File: config.mk
export PLATFORM = sky130hd
export DESIGN_NAME = register
export DESIGN_NICKNAME = d
export VERILOG_FILES = /design/src/rtl/register.sv
export SDC_FILE = /design/constraint.sdc
export NUM_CORES = 1
export LEC_CHECK = 0
export ABC_AREA = 1
export BUFFER_PORTS_ARGS = -buffer_cell sky130_fd_sc_hd__clkbuf_2
export CAP_MARGIN = 40
export CORE_MARGIN = 4
export CORE_UTILIZATION = 45
export CTS_BUF_LIST = sky130_fd_sc_hd__clkbuf_4 sky130_fd_sc_hd__clkbuf_8 sky130_fd_sc_hd__clkbuf_16
export DETAILED_ROUTE_END_ITERATION = 16
export PLACE_DENSITY = 0.89
export SETUP_SLACK_MARGIN = 0.2
export SYNTH_ARGS = -nofsm -noshare
export SYNTH_HDL_FRONTEND = slang
export SYNTH_SLANG_ARGS = --single-unit
export TNS_END_PERCENT = 10
File: constraint.sdc
create_clock -name clock -period 0.8 [get_ports clock]
set_input_delay 0.04 -clock clock [delete_from_list [all_inputs] [get_ports clock]]
set_output_delay 0.04 -clock clock [all_outputs]
set_load 0.05 [all_outputs]
File: src/rtl/register.sv
// Clock-enabled data register with an asynchronous, active-high reset.
// Define REGISTER_CHANGED_EN to add the registered `changed` output.
module register #(
   parameter int unsigned WIDTH       = 16,
   parameter logic [63:0] RESET_VALUE = 64'd0
) (
   input  logic             clock,
   input  logic             reset,
   input  logic             enable,
   input  logic [WIDTH-1:0] value_in,
   output logic [WIDTH-1:0] value_out
`ifdef REGISTER_CHANGED_EN
   ,
   output logic             changed
`endif
);

   localparam logic [WIDTH-1:0] RST_VALUE = RESET_VALUE[WIDTH-1:0];

   logic [WIDTH-1:0] value_d;
   logic [WIDTH-1:0] value_q;

   // NOTE: assign a default first so every path drives value_d and no latch is inferred.
   always_comb begin
      value_d = value_q;
      if (enable) begin
         value_d = value_in;
      end
   end

   // NOTE: sequential state uses non-blocking assignments so all flops update together.
   always_ff @(posedge clock or posedge reset) begin
      if (reset) begin
         value_q <= RST_VALUE;
      end else begin
         value_q <= value_d;
      end
   end

   assign value_out = value_q;

`ifdef REGISTER_CHANGED_EN
   logic changed_d;
   logic changed_q;

   // Reset forces the flop low, so the reset==0 term is implied here.
   always_comb begin
      changed_d = enable && (value_in != value_q);
   end

   always_ff @(posedge clock or posedge reset) begin
      if (reset) begin
         changed_q <= 1'b0;
      end else begin
         changed_q <= changed_d;
      end
   end

   assign changed = changed_q;
`endif

endmodule

==> flow_summary.json, run 1 <==
{
  "rsz0062_at_grt": "true",
  "hpwl_um": 1030,
  "regArea_um2": 420,
  "clk_latency_ns": 0.29,
  "nFillCells": 45,
  "synth_warnings": 0,
  "cts_tree": "yes",
  "fin_util": 0.921,
  "fin_crit_ns": 0.925,
  "synth_top_area_frac": 0.618,
  "routed_wl_um": 2450,
  "syn-num-nets": 88,
  "antenna_cells": 0,
  "failed_checks": "hold timing, setup timing",
  "hold_ws_ns": -0.0365,
  "multi_input_area_um2": 203,
  "htreeDepth": 1,
  "finalWeightedCongestion": 0.643,
  "slew_headroom": 0.863,
  "ys_ff_latch": 16,
  "dr.first_iter.drc_count": 10,
  "ir_worst_vdd_v": 0.00160,
  "port_buffers": 34,
  "core_area_um2": 1330,
  "finalNetCount": 146,
  "holdCritPathClass": "input port to register",
  "max_freq_ghz": 1.08,
  "post-route-period-util": 1.16,
  "path_clk_slew_ns": 0.10,
  "cts_sinks": 16,
  "numCtsBuffers": 3,
  "wl_per_cell_um": 17.4,
  "finalSetupTns_ns": -1.85,
  "setup_viol": 17,
  "critical_path.max_stage_delay_ns": 0.44,
  "rr_startpoint": "value_out[13]",
  "dieArea_um2": 2110,
  "worstPathArrival_ns": 0.88,
  "grt_pass1_wl_um": 3190,
  "ys_types": 7,
  "layout_setup_ws_ns": -0.125,
  "fp.dieH_um": 46.0,
  "clock_skew_ns": 0,
  "synthTopCellsByArea": "dfrtp_1 (62%), nand2_1 (25%), nand2_2 (4.8%)",
  "min-delay-start": "value_in[6]",
  "initial_core_util": 0.486,
  "die_w_um": 46.0,
  "netlist_instances": 69,
  "startpoint": "value_out[13]",
  "slew_violations": 0,
  "firstDrtPassIters": 4,
  "ant_nets": 0,
  "critPathKind": "register to primary output",
  "largest_reg_flops": 16,
  "worstMarginPinSlew_ns": 0.205,
  "worst-path-buf-inv": 1,
  "num_vias": 697,
  "status": "complete, but fails checks",
  "power.leakage_nw": 0.647,
  "globalRoute.totalOverflow": 0,
  "critPathMaxFanout": 2,
  "grt_max_degree": 17,
  "cp-start-kind": "register",
  "hold_viol": 2,
  "grt_usage": 0.220,
  "cap_violations": 0,
  "power.density_nw_per_um2": 1870,
  "drc_errors": 0,
  "ios": 35,
  "yosysTopAreaCell": "dfrtp_1",
  "area_growth_pct": 89.6,
  "cp.required_ns": 0.76,
  "max-clock-path-buffers": 2,
  "antenna_found_initial": 0,
  "ys_seq_area_frac": 0.618,
  "cp_cell_sequence": "buf_8",
  "synth_area_per_cell_um2": 9.39,
  "avgViaCountPerCell": 4.94,
  "rows": 13,
  "cts_root_buf": "clkbuf_4",
  "synthesis.area_um2": 648,
  "first_global_vias": 698,
  "drive_gt1_frac": 0.556,
  "crit_family": "flip-flops",
  "critPathSlowestCell": "dfrtp_2",
  "cp-end-kind": "primary output"
}
[cells by family after synthesis]
logic type | Yosys count | synth area share
AND/OR/NAND/NOR | 48 | 0.297
buffers and inverters | 5 | 0.0849
flip-flops | 16 | 0.618
[synthesized netlist by cell type]
cell type	number
nand2_1	43
buf_6	2
inv_6	1
dfrtp_1	16
buf_12	1
nand2_2	5
inv_1	1
[cells in the final DEF (no fill, tap or decap), drive strengths merged]
cell and n:
inv 2, dlygate4sd3 14, buf 24, clkbuf 22, nand2 48, dfrtp 16
[path summary, 6_finish.rpt]
path / end / slack [ns] / cells after the start
max: value_out[13] / -0.12 / 1
min: value_out[6] / -0.04 / 3
max reg2reg: value_out[13] / -0.05 / 4
min reg2reg: value_out[2] / 0.51 / 2
max in group asynchronous: value_out[1] / 0.32 / 4
min in group asynchronous: value_out[0] / 0.28 / 4
[what timing repair did]
| action | in CTS | in global routing |
|---|---|---|
| resized for setup | 32 | 21 |
| hold endpoints to repair | 32 | 4 |
| pin swaps | 13 | 8 |
| hold buffers | 13 | 1 |
| setup endpoints to repair | 32 | 32 |
| buffers inserted | 3 | 2 |
[worst reg2reg max path, cell delays in order, from the launching register on]
cell	delay (ns)
dfrtp_2	0.44
buf_6	0.13
buf_6	0.11
nand2_4	0.04
nand2_2	0.04
[where the power goes]
| group | leakage [nW] | switching [W] | internal [W] |
|---|---|---|---|
| sequential | 0.177 | 0.0000729 | 0.000894 |
| combinational | 0.449 | 0.000443 | 0.000348 |
| clock | 0.0210 | 0.000260 | 0.000277 |
[cell type report]
class / count / area share
clock buffer: 4 / 0.0295
inverter: 2 / 0.0102
tap: 15 / 0.0153
timing repair buffer: 56 / 0.438
sequential: 16 / 0.342
multi-input combinational: 48 / 0.165
[through the flow]
stage / instance area [um2] / worst slack (ns) / total power [W] / instances
global route: 1230 / -0.168 / 0.00242 / 141
floorplan: 668 / 0.0623 / 0.00133 / 69
CTS: 1170 / -0.125 / 0.00217 / 138
detailed placement: 837 / 0.130 / 0.00146 / 118
finish: 1230 / -0.125 / 0.00229 / 141
global placement: 837 / 0.144 / 0.00145 / 118
[layer usage]
layer,part of all wire,track usage,vias to the layer above
met1,0.36,0.247,331
met4,0.030,0.0682,0
li1,-,-,318
met3,0.073,0.0553,8
met5,0,0,-
met2,0.54,0.398,40
No activity file was read; power rests on OpenSTA's default activity.
==> inputs of run 2 (changes only) <==
--- a/config.mk
+++ b/config.mk
@@ -12,6 +12,7 @@
 export CORE_UTILIZATION = 45
 export CTS_BUF_LIST = sky130_fd_sc_hd__clkbuf_4 sky130_fd_sc_hd__clkbuf_8 sky130_fd_sc_hd__clkbuf_16
 export DETAILED_ROUTE_END_ITERATION = 16
+export GPL_ROUTABILITY_DRIVEN = 0
 export PLACE_DENSITY = 0.89
 export SETUP_SLACK_MARGIN = 0.2
 export SYNTH_ARGS = -nofsm -noshare
==> constraint.sdc (replaced) <==
create_clock -name clock -period 0.8 [get_ports clock]
set_input_delay 0.16 -clock clock [delete_from_list [all_inputs] [get_ports clock]]
set_output_delay 0.16 -clock clock [all_outputs]
set_load 0.05 [all_outputs]
==> run 2 against run 1 <==
  * Fmax decreased by 9.6%
  * Cell count is 9.2% lower
  * Wire length is 38% lower
  * The flow still finishes with violations (hold timing, setup timing)
  * Clock skew did not move
  * Core utilization down 11 points
==> flow_summary.json, run 2 (synthesis results as in run 1) <==
{
  "status": "complete, but fails checks",
  "failed_checks": "hold timing, setup timing",
  "mostFrequentLayoutCell": "nand2_1",
  "finalPower_w": 0.00217,
  "cp-end-kind": "primary output",
  "r2r-end": "value_out[5]",
  "ant_nets": 0,
  "rsz0062_at_grt": "true",
  "worstPathArrival_ns": 0.86,
  "fin_crit_ns": 1.02,
  "r2r_slack_ns": 0.04,
  "setup_viol": 16,
  "cts_root_buf": "clkbuf_4",
  "crit_family": "flip-flops",
  "cts_tree": "yes",
  "core_area_um2": 1330,
  "worstMarginPinSlew_ns": 0.197,
  "cp.required_ns": 0.64,
  "routed_wl_um": 1530,
  "worst-path-buf-inv": 1,
  "critPathKind": "register to primary output",
  "cp_cell_sequence": "buf_8",
  "wl_per_cell_um": 12.0,
  "hpwl_um": 989,
  "mostFrequentLayoutCells": "nand2_1 (41), clkbuf_2 (18), buf_8 (16), dfrtp_2 (16), buf_4 (9)",
  "rr_worst_depth": 3,
  "slew_violations": 0,
  "power.density_nw_per_um2": 2010,
  "startpoint": "value_out[7]",
  "hold_viol": 16,
  "largest_reg_flops": 16,
  "path_clk_slew_ns": 0.09,
  "crit_end": "value_out[7]",
  "grt_max_degree": 17,
  "cp-start-kind": "register",
  "fp.dieH_um": 46.0,
  "holdCritPathClass": "input port to async pin",
  "dr.first_iter.drc_count": 9,
  "grt_usage": 0.167,
  "avgViaCountPerCell": 4.49,
  "critPathSlowestCell": "dfrtp_2",
  "post_dp_cell_area_um2": 845,
  "rr_startpoint": "value_out[5]",
  "max_freq_ghz": 0.977,
  "dieArea_um2": 2110,
  "post-route-period-util": 1.28,
  "ir_worst_vdd_v": 0.00125,
  "critical_path.max_stage_delay_ns": 0.43,
  "pre_cts_ws_ns": 0.0154,
  "fin_area_um2": 1080,
  "max-clock-path-buffers": 2,
  "ios": 35,
  "layout_setup_ws_ns": -0.223,
  "drive_gt1_frac": 0.628,
  "critPathMaxFanout": 2,
  "finalNetCount": 133,
  "area_growth_pct": 67.2,
  "drc_errors": 0,
  "htreeDepth": 1,
  "antenna_found_initial": 0,
  "hold_ws_ns": -0.132,
  "clk_latency_ns": 0.28,
  "clock_skew_ns": 0,
  "cts_sinks": 16,
  "cap_violations": 0,
  "initial_core_util": 0.486,
  "first_global_vias": 603,
  "die_w_um": 46.0,
  "grt_pass1_wl_um": 2530,
  "slew_headroom": 0.869,
  "globalRoute.totalOverflow": 0,
  "port_buffers": 34,
  "power.leakage_nw": 0.585,
  "num_vias": 575,
  "crit_cells": 1,
  "rows": 13,
  "antenna_cells": 0,
  "firstDrtPassIters": 4,
  "numCtsBuffers": 3
}
[run 2: layer usage]
| layer | up-vias | part of all wire | track usage |
|---|---|---|---|
| met5 | - | 0 | 0 |
| met4 | 0 | 0.0026 | 0.0511 |
| met3 | 2 | 0.086 | 0.0237 |
| met2 | 28 | 0.50 | 0.302 |
| met1 | 251 | 0.41 | 0.200 |
| li1 | 294 | - | - |
[run 2: worst min-delay path by stage]
stage / end / cells past startpoint
4_1_cts: value_out[4] / 3
6_report: value_out[6] / 3
2_1_floorplan: value_out[0] / 1
3_5_place_dp: value_out[2] / 3
3_3_place_gp: value_out[5] / 3
5_1_grt: value_out[3] / 3
[run 2: per-stage QoR]
| stage | utilization | cells | TNS [ns] | hold WS [ns] |
|---|---|---|---|---|
| floorplan | - | 69 | 0 | 0.0738 |
| global placement | 0.633 | 119 | 0 | 0.148 |
| detailed placement | 0.633 | 119 | 0 | 0.153 |
| CTS | 0.771 | 124 | -3.78 | -0.128 |
| global route | 0.812 | 128 | -3.98 | -0.124 |
| finish | 0.812 | 128 | -3.44 | -0.132 |
[run 2: area by class of cell]
| cell class | instances | area [um2] |
|---|---|---|
| repair buffers | 43 | 398 |
| clock buffers | 4 | 36.3 |
| flip-flops and latches | 16 | 420 |
| multi-input cells | 48 | 198 |
| fillers | 82 | 250 |
| inverters | 2 | 12.5 |
| well taps | 15 | 18.8 |
[run 2: what timing repair did]
item	4_1_cts	5_1_grt
setup endpoints to repair	32	32
cloned	0	0
setup buffers	1	4
resized for setup	32	18
endpoints found under the hold margin	16	16
pin swaps	13	7
[run 2: power by group]
| group | internal (W) | switching [W] | total [W] |
|---|---|---|---|
| Combinational | 0.000300 | 0.000399 | 0.000699 |
| Sequential | 0.000894 | 0.0000679 | 0.000962 |
| Clock | 0.000276 | 0.000236 | 0.000513 |
[run 2: worst reg2reg max path, delay by kind of cell (launching register included)]
family / cells / cell delay (ns)
and+or+nand+nor: 2 / 0.09
buffers and inverters: 1 / 0.14
DFF: 1 / 0.43
==> inputs of run 3 (changes only) <==
--- a/config.mk
+++ b/config.mk
@@ -15,6 +15,7 @@
 export GPL_ROUTABILITY_DRIVEN = 0
 export PLACE_DENSITY = 0.89
 export SETUP_SLACK_MARGIN = 0.2
+export SKIP_CTS_REPAIR_TIMING = 1
 export SYNTH_ARGS = -nofsm -noshare
 export SYNTH_HDL_FRONTEND = slang
 export SYNTH_SLANG_ARGS = --single-unit
==> run 3 against run 2 <==
  * The run still ends with hold timing, setup timing left
  * Clock power barely moved
  * Critical path depth did not move
  * Core utilization fell by 5.6 points
  * Count of clock-buffer cells in the layout did not move
  * Non-clock buffer count fell by 2
  * Sequential cell count did not move
  * Register-to-register slack improved by 0.03 ns
  * Die area did not move
  * Clock skew did not move
  * Total power fell by 4.2%
  * Critical path type unchanged
  * Critical endpoint is now value_out[12]
  * Largest cell class unchanged
  * Highest routed layer unchanged
==> flow_summary.json, run 3 (synthesis results as in run 1) <==
{
  "grt_max_degree": 17,
  "worstMarginPinSlew_ns": 0.192,
  "numCtsBuffers": 3,
  "power.leakage_nw": 0.555,
  "mostFrequentLayoutCells": "nand2_1 (41), clkbuf_2 (18), buf_6 (16), dfrtp_2 (16)",
  "ios": 35,
  "nFillCells": 84,
  "clock_skew_ns": 0,
  "die_w_um": 46.0,
  "critical_path.max_stage_delay_ns": 0.42,
  "wl_per_cell_um": 11.0,
  "fin_crit_ns": 1.02,
  "pre_cts_ws_ns": 0.0154,
  "setup_viol": 16,
  "largest_reg_flops": 16,
  "rsz0062_at_grt": "true",
  "cap_violations": 0,
  "multi_input_area_um2": 198,
  "core_area_um2": 1330,
  "cts_tree": "yes",
  "avgViaCountPerCell": 4.34,
  "cp-start-kind": "register",
  "grt_usage": 0.131,
  "critPathSlowestCell": "dfrtp_2",
  "status": "complete, but fails checks",
  "clk_latency_ns": 0.27,
  "max_freq_ghz": 0.985,
  "finalNetCount": 131,
  "layout_setup_ws_ns": -0.215,
  "hold_viol": 16,
  "holdCritPathClass": "input port to async pin",
  "worst-path-buf-inv": 1,
  "antenna_found_initial": 0,
  "failed_checks": "hold timing, setup timing",
  "max-clock-path-buffers": 2,
  "critPathMaxFanout": 2,
  "path_clk_slew_ns": 0.09,
  "antenna_cells": 0,
  "globalRoute.totalOverflow": 0,
  "hpwl_um": 989,
  "crit_family": "flip-flops",
  "port_buffers": 34,
  "firstDrtPassIters": 1,
  "fin_util": 0.756,
  "routed_wl_um": 1390,
  "regArea_um2": 420,
  "slew_headroom": 0.872,
  "grt_pass1_wl_um": 2010,
  "post-route-period-util": 1.27,
  "htreeDepth": 1,
  "mostFrequentLayoutCell": "nand2_1",
  "power.density_nw_per_um2": 2060,
  "worstPathArrival_ns": 0.86,
  "num_vias": 547,
  "cts_sinks": 16,
  "cp.required_ns": 0.64,
  "ir_worst_vdd_v": 0.00124,
  "dr.first_iter.drc_count": 0,
  "fp.dieH_um": 46.0,
  "initial_core_util": 0.486,
  "drive_gt1_frac": 0.622,
  "ant_nets": 0,
  "cp_cell_sequence": "buf_6",
  "hold_ws_ns": -0.137,
  "rows": 13,
  "cts_root_buf": "clkbuf_4",
  "slew_violations": 0,
  "drc_errors": 0,
  "dieArea_um2": 2110,
  "finalPower_w": 0.00208,
  "area_growth_pct": 55.6,
  "cp-end-kind": "primary output",
  "first_global_vias": 494,
  "critPathKind": "register to primary output"
}
run 3: cell types whose count changed in the layout (fill, tap and decap cells not counted):
cell,change
buf_6,+16
buf_8,-16
buf_4,-2
run 3: area by class of cell:
| type | count | share of cell area |
|---|---|---|
| inverters | 2 | 0.0124 |
| repair buffers | 41 | 0.320 |
| multi-input cells | 48 | 0.196 |
| well taps | 15 | 0.0186 |
| clock buffers | 4 | 0.0360 |
| flip-flops and latches | 16 | 0.417 |
run 3: where the power goes:
part	total [W]	leakage [nW]	switching (W)	internal [W]
logic	0.000627	0.357	0.000392	0.000235
registers	0.000945	0.177	0.0000520	0.000893
clock network	0.000510	0.0210	0.000233	0.000277
run 3: final timing paths:
kind | cells past startpoint | slack (ns) | endpoint | startpoint
max in group asynchronous | 3 | 0.75 | value_out[8] | reset
worst max register to register | 3 | 0.07 | value_out[6] | value_out[6]
worst min register to register | 2 | 0.50 | value_out[9] | value_out[9]
worst min-delay path | 3 | -0.14 | value_out[4] | reset
min in group clock | 3 | 0.07 | value_out[9] | value_in[9]
worst max-delay path | 1 | -0.22 | value_out[12] | value_out[12]
run 3: worst min-delay path: stages:
cell      delay (ns)
clkbuf_2        0.08
inv_1           0.05
buf_4           0.22
run 3: per-layer routing:
metal	vias up	global-route usage	share of wire
met5	-	0	0
met4	0	0.0511	0.0029
met3	2	0.0237	0.11
met2	26	0.217	0.47
met1	231	0.167	0.41
li1	288	-	-
run 3: per-stage QoR:
| step | TNS, ns | area (um2) | std cells |
|---|---|---|---|
| after floorplan | 0 | 668 | 69 |
| after global placement | 0 | 845 | 119 |
| after detailed placement | 0 | 845 | 119 |
| after CTS | -4.63 | 881 | 123 |
| after global routing | -3.98 | 1010 | 126 |
| final | -3.30 | 1010 | 126 |
